[config.mk]
export PLATFORM = sky130hd
export DESIGN_NAME = hawk_pgrd_mngr_mc
export DESIGN_NICKNAME = d
export VERILOG_FILES = /design/src/rtl/hawk_pgrd_mngr_mc.sv
export SDC_FILE = /design/constraint.sdc
export NUM_CORES = 1
export LEC_CHECK = 0
export ABC_AREA = 0
export BUFFER_PORTS_ARGS = -buffer_cell sky130_fd_sc_hd__buf_2
export CORE_AREA = 2 2 188 190
export CTS_CLUSTER_SIZE = 20
export DETAILED_ROUTE_END_ITERATION = 10
export DIE_AREA = 0 0 190 192
export REMOVE_ABC_BUFFERS = 1
export SLEW_MARGIN = 20
export SYNTH_ARGS = -nofsm -noshare
export SYNTH_HDL_FRONTEND = slang
export SYNTH_SLANG_ARGS = --single-unit
export TNS_END_PERCENT = 20
[constraint.sdc]
create_clock -name clk_i -period 7.1 [get_ports clk_i]
set_input_delay 0.71 -clock clk_i [delete_from_list [all_inputs] [get_ports clk_i]]
set_output_delay 0.71 -clock clk_i [all_outputs]
set_load 0.01 [all_outputs]
[src/rtl/hawk_pgrd_mngr_mc.sv]
// Multi-channel page-read manager: round-robin lookup arbiter, ATT/TOL walk over
// single-beat AXI reads, free-list allocation, decompression hand-off and table update.
module hawk_pgrd_mngr_mc #(
  parameter int unsigned      NUM_CH       = 4,
  parameter int unsigned      PPN_W        = 28,
  parameter int unsigned      ID_W         = 16,
  parameter logic [63:0]      ATT_BASE     = 64'h0,
  parameter logic [63:0]      TOL_BASE     = 64'h0,
  parameter logic [PPN_W-1:0] HPPA_BASE_PN = PPN_W'('h80000),
  parameter int unsigned      RD_TIMEOUT   = 1024
) (
  input  logic                    clk_i,
  input  logic                    rst_ni,
  input  logic [NUM_CH-1:0]       lkup_vld_i,
  input  logic [NUM_CH*PPN_W-1:0] lkup_hppa_i,
  output logic [NUM_CH-1:0]       lkup_ack_o,
  output logic [NUM_CH-1:0]       resp_vld_o,
  output logic [PPN_W-1:0]        resp_ppn_o,
  output logic [1:0]              resp_sts_o,
  output logic [63:0]             araddr_o,
  output logic [7:0]              arlen_o,
  output logic                    arvalid_o,
  input  logic                    arready_i,
  input  logic [63:0]             rdata_i,
  input  logic [1:0]              rresp_i,
  input  logic                    rvalid_i,
  input  logic                    rlast_i,
  output logic                    rready_o,
  input  logic [ID_W-1:0]         free_head_i,
  input  logic                    pwm_ready_i,
  output logic                    tbl_upd_o,
  output logic [ID_W-1:0]         tbl_id_o,
  output logic [PPN_W-1:0]        tbl_ppn_o,
  input  logic                    tbl_done_i,
  output logic                    decomp_req_o,
  output logic [PPN_W-1:0]        decomp_cppn_o,
  output logic [PPN_W-1:0]        decomp_way_o,
  input  logic                    decomp_done_i,
  output logic                    ready_o,
  output logic                    oom_o,
  output logic                    bus_err_o,
  output logic [31:0]             hit_cnt_o,
  output logic [31:0]             alloc_cnt_o
);

  localparam int unsigned CH_W  = (NUM_CH > 1) ? $clog2(NUM_CH) : 1;
  localparam int unsigned TMO_W = $clog2(RD_TIMEOUT) + 1;

  localparam logic [3:0] S_IDLE     = 4'd0;
  localparam logic [3:0] S_ATT_AR   = 4'd1;
  localparam logic [3:0] S_ATT_R    = 4'd2;
  localparam logic [3:0] S_CHK      = 4'd3;
  localparam logic [3:0] S_FREE_CHK = 4'd4;
  localparam logic [3:0] S_TOL_AR   = 4'd5;
  localparam logic [3:0] S_TOL_R    = 4'd6;
  localparam logic [3:0] S_DECOMP   = 4'd7;
  localparam logic [3:0] S_UPD      = 4'd8;
  localparam logic [3:0] S_UPD_W    = 4'd9;
  localparam logic [3:0] S_RESP     = 4'd10;
  localparam logic [3:0] S_BUS_ERR  = 4'd11;

  localparam logic [1:0] STS_DALLOC = 2'd0;
  localparam logic [1:0] STS_UNCOMP = 2'd1;
  localparam logic [1:0] STS_COMP   = 2'd2;
  localparam logic [1:0] STS_INCOMP = 2'd3;

  logic [3:0]       state_q, state_d;
  logic [CH_W-1:0]  rr_q, rr_d, ch_q, ch_d, gnt, idx;
  logic             gnt_vld;
  logic [PPN_W-1:0] hppa_sel;
  logic [ID_W-1:0]  id_q, id_d;
  logic [1:0]       sts_q, sts_d;
  logic [PPN_W-1:0] ppn_q, ppn_d, way_q, way_d;
  logic [TMO_W-1:0] tmo_q, tmo_d;
  logic [63:0]      araddr_d;
  logic [PPN_W-1:0] resp_ppn_d;
  logic [1:0]       resp_sts_d;
  logic             oom_d, tbl_upd_d;
  logic [31:0]      hit_d, alloc_d;
  logic             unused_rdata;

  assign arlen_o       = 8'h0;
  assign tbl_id_o      = id_q;
  assign tbl_ppn_o     = way_q;
  assign decomp_cppn_o = ppn_q;
  assign decomp_way_o  = way_q;
  assign unused_rdata  = ^{rdata_i[63:PPN_W+12], rdata_i[11:2]};

  // Next-state, datapath and grant logic; lkup_ack_o is the same-cycle grant pulse
  always_comb begin
    state_d    = state_q;
    rr_d       = rr_q;
    ch_d       = ch_q;
    id_d       = id_q;
    sts_d      = sts_q;
    ppn_d      = ppn_q;
    way_d      = way_q;
    tmo_d      = tmo_q;
    araddr_d   = araddr_o;
    resp_ppn_d = resp_ppn_o;
    resp_sts_d = resp_sts_o;
    oom_d      = oom_o;
    hit_d      = hit_cnt_o;
    alloc_d    = alloc_cnt_o;
    tbl_upd_d  = 1'b0;
    lkup_ack_o = '0;
    gnt_vld    = 1'b0;
    gnt        = '0;
    idx        = '0;
    for (int i = 0; i < int'(NUM_CH); i++) begin
      idx = CH_W'((int'(rr_q) + i) % int'(NUM_CH));
      if (!gnt_vld && lkup_vld_i[idx]) begin
        gnt_vld = 1'b1;
        gnt     = idx;
      end
    end
    hppa_sel = lkup_hppa_i[int'(gnt)*int'(PPN_W) +: PPN_W];

    case (state_q)
      S_IDLE: begin
        if (gnt_vld) begin
          lkup_ack_o[gnt] = 1'b1;
          ch_d     = gnt;
          id_d     = ID_W'(hppa_sel - HPPA_BASE_PN + PPN_W'(1));
          rr_d     = (gnt == CH_W'(NUM_CH - 1)) ? '0 : gnt + CH_W'(1);
          araddr_d = ATT_BASE + (64'(id_d) << 3);
          state_d  = S_ATT_AR;
        end
      end
      S_ATT_AR, S_TOL_AR: begin
        if (arready_i) begin
          tmo_d   = '0;
          state_d = (state_q == S_ATT_AR) ? S_ATT_R : S_TOL_R;
        end
      end
      S_ATT_R, S_TOL_R: begin
        if (rvalid_i && rlast_i) begin
          if (rresp_i != 2'b00) begin
            state_d = S_BUS_ERR;
          end else if (state_q == S_ATT_R) begin
            sts_d   = rdata_i[1:0];
            ppn_d   = rdata_i[PPN_W+11:12];
            state_d = S_CHK;
          end else begin
            way_d   = rdata_i[PPN_W+11:12];
            alloc_d = (alloc_cnt_o == 32'hFFFF_FFFF) ? alloc_cnt_o : alloc_cnt_o + 32'd1;
            state_d = (sts_q == STS_COMP) ? S_DECOMP : S_UPD;
          end
        end else if (!rvalid_i) begin
          if (tmo_q == TMO_W'(RD_TIMEOUT - 1)) state_d = S_BUS_ERR;
          else                                 tmo_d   = tmo_q + TMO_W'(1);
        end
      end
      S_CHK: begin
        if (sts_q == STS_UNCOMP || sts_q == STS_INCOMP) begin
          resp_ppn_d = ppn_q;
          resp_sts_d = sts_q;
          hit_d      = (hit_cnt_o == 32'hFFFF_FFFF) ? hit_cnt_o : hit_cnt_o + 32'd1;
          state_d    = S_RESP;
        end else begin
          state_d = S_FREE_CHK;
        end
      end
      S_FREE_CHK: begin
        if (free_head_i == '0) begin
          oom_d      = 1'b1;
          resp_ppn_d = '0;
          resp_sts_d = STS_DALLOC;
          state_d    = S_RESP;
        end else begin
          araddr_d = TOL_BASE + (64'(free_head_i) << 3);
          state_d  = S_TOL_AR;
        end
      end
      S_DECOMP: if (decomp_done_i) state_d = S_UPD;
      S_UPD: begin
        if (pwm_ready_i) begin
          tbl_upd_d = 1'b1;
          state_d   = S_UPD_W;
        end
      end
      S_UPD_W: begin
        if (tbl_done_i) begin
          resp_ppn_d = way_q;
          resp_sts_d = STS_UNCOMP;
          state_d    = S_RESP;
        end
      end
      S_RESP:    state_d = S_IDLE;
      S_BUS_ERR: state_d = S_BUS_ERR;
      default:   state_d = S_IDLE;
    endcase
  end

  // State, datapath and registered state-decoded outputs
  always_ff @(posedge clk_i or negedge rst_ni) begin
    if (!rst_ni) begin
      state_q      <= S_IDLE;
      rr_q         <= '0;
      ch_q         <= '0;
      id_q         <= '0;
      sts_q        <= '0;
      ppn_q        <= '0;
      way_q        <= '0;
      tmo_q        <= '0;
      araddr_o     <= '0;
      resp_ppn_o   <= '0;
      resp_sts_o   <= '0;
      oom_o        <= 1'b0;
      hit_cnt_o    <= '0;
      alloc_cnt_o  <= '0;
      tbl_upd_o    <= 1'b0;
      arvalid_o    <= 1'b0;
      rready_o     <= 1'b0;
      decomp_req_o <= 1'b0;
      ready_o      <= 1'b1;
      bus_err_o    <= 1'b0;
      resp_vld_o   <= '0;
    end else begin
      state_q      <= state_d;
      rr_q         <= rr_d;
      ch_q         <= ch_d;
      id_q         <= id_d;
      sts_q        <= sts_d;
      ppn_q        <= ppn_d;
      way_q        <= way_d;
      tmo_q        <= tmo_d;
      araddr_o     <= araddr_d;
      resp_ppn_o   <= resp_ppn_d;
      resp_sts_o   <= resp_sts_d;
      oom_o        <= oom_d;
      hit_cnt_o    <= hit_d;
      alloc_cnt_o  <= alloc_d;
      tbl_upd_o    <= tbl_upd_d;
      arvalid_o    <= (state_d == S_ATT_AR) || (state_d == S_TOL_AR);
      rready_o     <= (state_d == S_ATT_R) || (state_d == S_TOL_R);
      decomp_req_o <= (state_d == S_DECOMP);
      ready_o      <= (state_d == S_IDLE);
      bus_err_o    <= (state_d == S_BUS_ERR);
      resp_vld_o   <= (state_d == S_RESP) ? (NUM_CH'(1) << ch_d) : '0;
    end
  end

endmodule

==> flow_metrics.env, run 1 <==
export IMPL_fin_crit_ns=3.52
export IMPL_grt_max_degree=147
export IMPL_post_cts_resize_count=0
export IMPL_ys_seq_area_share_pct=49.7
export IMPL_status="complete, no violations"
export IMPL_cts_root_buf="clkbuf_16"
export IMPL_place_ws_ns=3.20
export IMPL_setup_tns_ns=0
export IMPL_cts_buffers=26
export IMPL_drv_slew=0
export IMPL_min_period_over_period_pct=49.6
export IMPL_cts_tree="yes"
export IMPL_drt_wl_total_um=31300
export IMPL_grt_pass1_vias=8378
export IMPL_critPathCaptureType="flop"
export IMPL_cp_slowest_cell="a31oi_1"
export IMPL_p_leak_nw=6.99
export IMPL_synth_edf_count=0
export IMPL_max_freq_ghz=0.284
export IMPL_die_w_um=190
export IMPL_tightest_slew_ns=1.05
export IMPL_routed_via_density=4.80
export IMPL_async_reset_ff_share_pct=100
export IMPL_synth_ff_type="dfrtp_1"
export IMPL_path_clk_slew_ns=0.06
export IMPL_grt_use_total_pct=16.4
export IMPL_cp_max_fo=31
export IMPL_skew_ns=0.00760
export IMPL_drt_iter0_drc=360
export IMPL_power_density_nw_per_um2=362
export IMPL_fin_ws_ns=3.58
export IMPL_ctsHtreeMaxLevel=1
export IMPL_layout_cells_non_filler=1809
export IMPL_num_vias=8675
export IMPL_hold_viol_final=0
export IMPL_layout_common_cells="347 x buf_2, 213 x dfrtp_1, 111 x nand2_1"
export IMPL_yosysUniqueCellTypes=71
export IMPL_avgSynthCellArea_um2=10.6
export IMPL_ys_ff_latch=214
export IMPL_max_stage_delay_ns=0.93
export IMPL_antenna_found_initial=1
export IMPL_core_um2=34300
export IMPL_syn_cell_area_um2=10800
export IMPL_hp_class="input pin to asynchronous set/reset pin"
export IMPL_hold_buffers=0
export IMPL_fin_util_pct=39.3
export IMPL_ant_nets=0
export IMPL_grt_first_pass_wirelength_um=47300
export IMPL_final_common_cell="buf_2"
export IMPL_cp_cell_sequence="nor2b_1 > nand3_2 > a31oi_1 > and4_1 > nand3_1 > xnor2_1"
export IMPL_drc_errors=0
export IMPL_post_drt_wl_per_cell_um=17.3
export IMPL_cp_start_kind="flop"
export IMPL_vdd_drop_max_uv=181
export IMPL_drv_cap=0
export IMPL_io_buffers=348
export IMPL_place_gp_congestion=0.871
export IMPL_area_growth_pct=25.0
export IMPL_syn_inst=1015
export IMPL_grt_remaining_overflow=0
export IMPL_dr_pass1_iters=4
export IMPL_ff2ff_setup_slack_ns=3.58
export IMPL_yosys_warnings=0
export IMPL_pin_count=487
export IMPL_cts_num_sinks=214
export IMPL_fp_dieArea_um2=36500
export IMPL_nets=1548
export IMPL_insertion_delay_ns=0.52
export IMPL_critPathArrivalTime_ns=3.93
export IMPL_drive_above_1_share_pct=36.8
export IMPL_start_util_pct=31.4
export IMPL_slew_headroom_pct=29.8
export IMPL_rsz0062_at_grt="false"
export IMPL_die_height_um=192
export IMPL_required_ns=7.51
export IMPL_worstSetupPathType="flop to flop"
export IMPL_post_cts_buffers=0
export IMPL_hpwl_um=22800
export IMPL_antenna_cells=0
export IMPL_placed_cells=1761
export IMPL_clock_path_buffers=3
export IMPL_setup_viol_count_final=0
export IMPL_rows=68
## kinds of logic (layout without fill, tap and decap cells)
group           count (synthesis)  count (layout)  synth area share, %
other cells                     1              56               0.0348
flops                         214             214                 49.7
buf+inv                       136             420                 7.99
simple gates                  327             327                 15.5
fa+ha+maj                       8               8                0.929
mux                            95              95                 9.68
xor+xnor                       78              78                 6.34
compound gates                156             156                 9.80
## state kept, by name, indices dropped and copies added, names as in the netlist, 11 cells and up
register / count
alloc_cnt_o: 32
hit_cnt_o: 32
decomp_cppn_o: 28
decomp_way_o: 28
resp_ppn_o: 28
araddr_o: 16
tbl_id_o: 16
tmo_q: 11
## layout make-up
| type | count | area (µm²) |
|---|---|---|
| clock buffer | 37 | 773 |
| multi-input combinational | 720 | 4810 |
| tap | 455 | 569 |
| sequential | 214 | 5360 |
| clock inverter | 11 | 70.1 |
| timing repair buffer | 358 | 1840 |
| fill | 3406 | 20800 |
| inverter | 14 | 52.6 |
## worst max-delay path, delay by kind of cell, from the launching register on
kind	cells	cell delay, ns
AOI/OAI and AO/OA	1	0.93
and+or+nand+nor	4	1.70
DFF	1	0.62
xor gates and xnor gates	1	0.13
## layer usage
| layer | part of all wire [%] | wire length [µm] | global-route usage [%] | vias up |
|---|---|---|---|---|
| li1 | - | - | - | 4096 |
| met1 | 40 | 12400 | 19.7 | 4172 |
| met2 | 50 | 15600 | 29.6 | 363 |
| met3 | 8.4 | 2630 | 3.87 | 42 |
| met4 | 2.0 | 637 | 4.14 | 2 |
| met5 | 0.042 | 13 | 0 | - |
## path summary, 6_finish.rpt
path,endpoint,cells after the start,from
setup / recovery,alloc_cnt_o[9]$_DFFE_PN0P_,6,state_q[1]$_DFF_PN0_
max in group asynchronous,araddr_o[12]$_DFFE_PN0P_,2,rst_ni
hold / removal,resp_ppn_o[1]$_DFFE_PN0P_,1,rst_ni
setup reg to reg,alloc_cnt_o[9]$_DFFE_PN0P_,6,state_q[1]$_DFF_PN0_
min in group clk_i,sts_q[0]$_DFFE_PN0P_,2,rdata_i[0]
hold reg to reg,resp_ppn_o[19]$_DFFE_PN0P_,2,resp_ppn_o[19]$_DFFE_PN0P_
## metrics by stage
| stage | total power, mW | hold slack [ns] | area, µm² |
|---|---|---|---|
| 3_5_place_dp | 3.63 | 0.460 | 12600 |
| 6_report | 4.87 | 0.117 | 13500 |
| 4_1_cts | 4.95 | 0.141 | 13500 |
| 2_1_floorplan | 2.83 | 0.414 | 10200 |
| 3_3_place_gp | 3.60 | 0.457 | 12600 |
| 5_1_grt | 5.22 | 0.156 | 13500 |
## where the power goes
| part | leakage, nW | internal [mW] | switching (mW) | total (mW) |
|---|---|---|---|---|
| clock | 0.425 | 0.759 | 0.523 | 1.28 |
| combinational | 3.70 | 0.731 | 1.08 | 1.82 |
| sequential | 2.87 | 1.54 | 0.234 | 1.78 |
| total | 6.99 | 3.03 | 1.84 | 4.87 |
## synth_stat cells (7+ instances only)
cell type | count | share of area (%)
dfrtp_1 | 213 | 49
nand2_1 | 112 | 3.9
buf_4 | 86 | 6.0
mux2_2 | 70 | 7.3
xnor2_1 | 56 | 4.6
o21ai_0 | 50 | 2.3
nand3_1 | 46 | 2.1
nor2_1 | 44 | 1.5
a22oi_1 | 30 | 2.1
clkbuf_1 | 27 | 0.94
mux2i_1 | 24 | 2.2
and3_1 | 22 | 1.3
nand4_1 | 22 | 1.3
xor2_1 | 22 | 1.8
a21oi_1 | 15 | 0.70
inv_1 | 13 | 0.45
nor3_1 | 13 | 0.60
nor4_1 | 12 | 0.70
o21ai_1 | 9 | 0.42
a21o_1 | 8 | 0.56
and2_1 | 8 | 0.46
ha_1 | 8 | 0.93
nand2b_1 | 8 | 0.46
nor2b_1 | 8 | 0.46
and4_1 | 7 | 0.57
(Power assumes the default switching activity.)
==> inputs of run 2 (changes only) <==
==> constraint.sdc (replaced) <==
create_clock -name clk_i -period 3.65 [get_ports clk_i]
set_input_delay 0.365 -clock clk_i [delete_from_list [all_inputs] [get_ports clk_i]]
set_output_delay 0.365 -clock clk_i [all_outputs]
set_load 0.01 [all_outputs]
==> flow_metrics.env, run 2 (synthesis results as in run 1) <==
export IMPL_pin_count=487
export IMPL_die_height_um=192
export IMPL_setup_viol_count_final=0
export IMPL_cp_max_fo=27
export IMPL_hold_viol_final=0
export IMPL_grt_use_total_pct=16.6
export IMPL_cts_tree="yes"
export IMPL_drc_errors=0
export IMPL_ant_nets=0
export IMPL_drv_slew=0
export IMPL_rows=68
export IMPL_fin_ws_ns=0.471
export IMPL_dr_pass1_iters=4
export IMPL_p_leak_nw=7.08
export IMPL_slew_headroom_pct=41.1
export IMPL_worstSetupPathType="flop to primary output"
export IMPL_hold_depth=2
export IMPL_placed_area_um2=12800
export IMPL_drt_iter0_drc=294
export IMPL_place_ws_ns=0.531
export IMPL_rsz0062_at_grt="false"
export IMPL_tightest_slew_ns=0.876
export IMPL_r2r_end="tbl_id_o[7]$_DFFE_PN0P_"
export IMPL_cp_start_kind="flop"
export IMPL_regToRegStartpoint="rr_q[1]$_DFFE_PN0P_"
export IMPL_fin_crit_ns=3.18
export IMPL_critPathArrivalTime_ns=2.81
export IMPL_min_to="sts_q[0]$_DFFE_PN0P_"
export IMPL_power_density_nw_per_um2=706
export IMPL_cts_buffers=26
export IMPL_place_gp_congestion=0.897
export IMPL_area_growth_pct=26.5
export IMPL_ctsHtreeMaxLevel=1
export IMPL_max_freq_ghz=0.315
export IMPL_cp_cell_sequence="nor4_1 > o41a_1 > buf_4 > and2_1 > buf_2"
export IMPL_required_ns=3.28
export IMPL_status="complete, no violations"
export IMPL_insertion_delay_ns=0.52
export IMPL_skew_ns=0.00970
export IMPL_grt_first_pass_wirelength_um=47900
export IMPL_die_w_um=190
export IMPL_hpwl_um=23300
export IMPL_drive_above_1_share_pct=37.2
export IMPL_cts_num_sinks=214
export IMPL_max_stage_delay_ns=0.77
export IMPL_core_um2=34300
export IMPL_pwr_share_clk_pct=26.7
export IMPL_clock_path_buffers=3
export IMPL_placed_cells=1777
export IMPL_drt_wl_total_um=31600
export IMPL_finalPower_mw=9.63
export IMPL_power_switching_mw=3.57
export IMPL_path_clk_slew_ns=0.06
export IMPL_critPathCaptureType="primary output"
export IMPL_final_common_cell="buf_2"
export IMPL_pwr_share_comb_pct=37.3
export IMPL_antenna_found_initial=1
export IMPL_antenna_cells=0
export IMPL_layout_cells_non_filler=1822
export IMPL_p_int_mw=6.06
export IMPL_grt_pass1_vias=8632
export IMPL_largestRegisters="alloc_cnt_o (32), hit_cnt_o (32)"
export IMPL_post_cts_buffers=0
export IMPL_setup_tns_ns=0
export IMPL_post_drt_wl_per_cell_um=17.3
export IMPL_reg2reg_depth=9
export IMPL_whs_ns=0.0833
export IMPL_num_vias=8707
export IMPL_cp_slowest_cell="nor4_1"
export IMPL_hp_class="input pin to flop"
export IMPL_start_util_pct=31.4
export IMPL_layout_common_cells="347 x buf_2, 213 x dfrtp_1, 111 x nand2_1"
export IMPL_p_seq_share_pct=36.0
export IMPL_grt_max_degree=96
export IMPL_vdd_drop_max_uv=348
export IMPL_switching_share_pct=37.1
export IMPL_ff2ff_setup_slack_ns=0.54
export IMPL_io_buffers=348
export IMPL_routed_via_density=4.78
export IMPL_nets=1565
export IMPL_fin_util_pct=39.8
export IMPL_cts_root_buf="clkbuf_16"
export IMPL_fp_dieArea_um2=36500
export IMPL_fin_area_um2=13600
export IMPL_min_period_over_period_pct=87.1
export IMPL_drv_cap=0
export IMPL_grt_remaining_overflow=0
export IMPL_hold_start="rdata_i[0]"
-- run 2: changes by cell type in the layout (fill, tap and decap cells not counted), moves of 2 or more --
cell	delta
clkinv_4	-3
buf_12	+2
buf_4	+14
clkinv_2	-2
bufinv_16	+2
-- run 2: per-layer routing --
metal	part of all wire (%)	track usage [%]	routed length [µm]
met5	0.041	0	13
met2	49	29.8	15500
met4	1.8	3.88	556
met3	8.0	3.95	2530
met1	41	19.9	13000
-- run 2: worst max path at each step --
stage | slack, ns | from | to | depth (start not counted)
after CTS | 0.54 | rr_q[1]$_DFFE_PN0P_ | tbl_id_o[7]$_DFFE_PN0P_ | 9
after floorplan | -0.63 | state_q[2]$_DFF_PN0_ | resp_ppn_o[0]$_DFFE_PN0P_ | 8
after detailed placement | 0.53 | lkup_vld_i[0] | tbl_id_o[13]$_DFFE_PN0P_ | 11
after global placement | 0.55 | lkup_vld_i[0] | tbl_id_o[7]$_DFFE_PN0P_ | 10
after global routing | 0.37 | state_q[1]$_DFF_PN0_ | lkup_ack_o[3] | 5
final | 0.47 | state_q[1]$_DFF_PN0_ | lkup_ack_o[3] | 5
-- run 2: final cells by class --
type,instances,area [µm²]
tap,455,569
timing repair buffer,375,1990
multi-input combinational,720,4810
fill,3416,20700
inverter,14,52.6
clock inverter,7,85.1
sequential,214,5360
clock buffer,37,763
-- run 2: power by group through the flow --
stage | combinational [mW] | sequential, mW | clock (mW)
floorplan | 1.80 | 3.70 | 0
global placement | 3.58 | 3.48 | 0
detailed placement | 3.61 | 3.51 | 0
CTS | 3.62 | 3.48 | 2.67
global route | 3.94 | 3.56 | 2.78
finish | 3.59 | 3.47 | 2.57
-- run 2: critical path, delay by kind of cell, from the launching register on --
family                 cells  cell delay (ns)
DFF                        1             0.55
and+or+nand+nor            2             0.96
buffers and inverters      2             0.47
AOI/OAI and AO/OA          1             0.31
-- run 2: what timing repair did --
item                      4_1_cts  5_1_grt
hold buffers                    1        0
hold endpoints to repair       91        0
gates resized for setup         0        0
==> inputs of run 3 (changes only) <==
==> constraint.sdc (replaced) <==
create_clock -name clk_i -period 2.82 [get_ports clk_i]
set_input_delay 0.282 -clock clk_i [delete_from_list [all_inputs] [get_ports clk_i]]
set_output_delay 0.282 -clock clk_i [all_outputs]
set_load 0.01 [all_outputs]
==> flow_metrics.env, run 3 (synthesis results as in run 1) <==
export IMPL_status="complete, no violations"
export IMPL_die_w_um=190
export IMPL_layout_cells_non_filler=1896
export IMPL_setup_viol_count_final=0
export IMPL_worstSetupPathType="flop to flop"
export IMPL_post_drt_wl_per_cell_um=16.8
export IMPL_insertion_delay_ns=0.52
export IMPL_slew_headroom_pct=28.7
export IMPL_clock_path_buffers=3
export IMPL_final_common_cell="buf_2"
export IMPL_grt_remaining_overflow=0
export IMPL_start_util_pct=31.4
export IMPL_drt_iter0_drc=317
export IMPL_rsz0062_at_grt="true"
export IMPL_cts_num_sinks=214
export IMPL_fin_util_pct=41.7
export IMPL_drive_above_1_share_pct=39.3
export IMPL_cts_tree="yes"
export IMPL_critPathArrivalTime_ns=3.14
export IMPL_core_um2=34300
export IMPL_largestRegisters="alloc_cnt_o (32), hit_cnt_o (32)"
export IMPL_fp_dieArea_um2=36500
export IMPL_cp_max_fo=7
export IMPL_min_period_over_period_pct=97.0
export IMPL_grt_pass1_vias=8857
export IMPL_io_buffers=348
export IMPL_n_fill_cell=3333
export IMPL_cp_start_kind="flop"
export IMPL_nets=1638
export IMPL_placed_cells=1815
export IMPL_power_density_nw_per_um2=888
export IMPL_multiInputGateArea_um2=4870
export IMPL_drv_cap=0
export IMPL_antenna_cells=0
export IMPL_finalPower_mw=12.7
export IMPL_rows=68
export IMPL_grt_use_total_pct=16.8
export IMPL_cts_root_buf="clkbuf_16"
export IMPL_num_vias=8991
export IMPL_hpwl_um=24000
export IMPL_fin_crit_ns=2.74
export IMPL_drt_wl_total_um=31800
export IMPL_pin_count=487
export IMPL_critPathCaptureType="flop"
export IMPL_hold_viol_final=0
export IMPL_dr_pass1_iters=4
export IMPL_path_clk_slew_ns=0.06
export IMPL_ctsHtreeMaxLevel=1
export IMPL_ant_nets=0
export IMPL_hp_class="input pin to flop"
export IMPL_die_height_um=192
export IMPL_skew_ns=0.0119
export IMPL_drc_errors=0
export IMPL_max_freq_ghz=0.366
export IMPL_vdd_drop_max_uv=635
export IMPL_tightest_slew_ns=1.06
export IMPL_p_leak_nw=7.41
export IMPL_regArea_um2=5360
export IMPL_layout_common_cells="347 x buf_2, 213 x dfrtp_1, 111 x nand2_1"
export IMPL_cts_buffers=25
export IMPL_setup_tns_ns=0
export IMPL_required_ns=3.22
export IMPL_antenna_found_initial=0
export IMPL_grt_first_pass_wirelength_um=48900
export IMPL_grt_max_degree=59
export IMPL_drv_slew=0
export IMPL_place_gp_congestion=0.894
export IMPL_routed_via_density=4.74
export IMPL_area_growth_pct=32.6
==> run 3: final cells by class <==
cell class,count,area share [%]
Tap cell,455,3.98
Clock inverter,10,0.622
Inverter,14,0.368
Timing Repair Buffer,449,18.5
Clock buffer,34,4.96
Sequential cell,214,37.5
Multi-Input combinational cell,720,34.1
==> run 3: final timing paths <==
path | start | to | slack, ns | cells after the start
min in group asynchronous | rst_ni | resp_ppn_o[1]$_DFFE_PN0P_ | 0.27 | 2
worst max-delay path | rr_q[1]$_DFFE_PN0P_ | tbl_id_o[7]$_DFFE_PN0P_ | 0.08 | 11
worst min-delay path | rdata_i[22] | decomp_cppn_o[10]$_DFFE_PN0P_ | 0.04 | 2
max in group asynchronous | rst_ni | ready_o$_DFF_PN1_ | 1.82 | 3
worst max register to register | rr_q[1]$_DFFE_PN0P_ | tbl_id_o[7]$_DFFE_PN0P_ | 0.08 | 11
worst min register to register | tbl_id_o[3]$_DFFE_PN0P_ | tbl_id_o[3]$_DFFE_PN0P_ | 0.47 | 2
==> run 3: metal layers <==
metal / vias to the layer above / global-route usage (%) / share of wire [%]
met3: 46 / 4.07 / 8.0
met2: 360 / 30.0 / 50
met5: - / 0 / 0
met4: 0 / 4.41 / 2.2
met1: 4334 / 20.3 / 40
li1: 4251 / - / -
==> run 3: where the power goes <==
part           leakage, nW  internal (mW)  total (mW)  switching, mW
combinational         4.15           2.25        5.12           2.86
sequential            2.87           3.88        4.45          0.564
clock                0.395           1.85        3.13           1.28
total                 7.41           7.99        12.7           4.70
==> run 3: critical path, stage by stage, from the launching register on <==
cell and delay (ns):
dfrtp_1 0.41, and2_4 0.19, o211a_4 0.27, nor2_8 0.15, buf_4 0.14, mux2_4 0.31
o2111ai_4 0.30, nor4_4 0.07, buf_4 0.16, and2b_1 0.18, xnor2_2 0.15, mux2_2 0.26
==> run 3: what timing repair did <==
| action | in CTS | in global routing |
|---|---|---|
| hold endpoints to repair | 107 | 0 |
| hold buffers | 30 | 0 |
| setup buffers | 0 | 7 |
| endpoints found under the setup margin | 0 | 23 |
| gates resized for setup | 0 | 18 |
==> run 3: through the flow <==
step	setup WS, ns	cell area [µm²]	hold slack, ns
2_1_floorplan	-1.46	10200	-0.0136
4_1_cts	0.00924	14200	0.00756
6_report	0.0844	14300	0.0371
3_3_place_gp	0.0208	13100	0.237
3_5_place_dp	0.0342	13100	0.239
5_1_grt	-0.0468	14300	0.0109
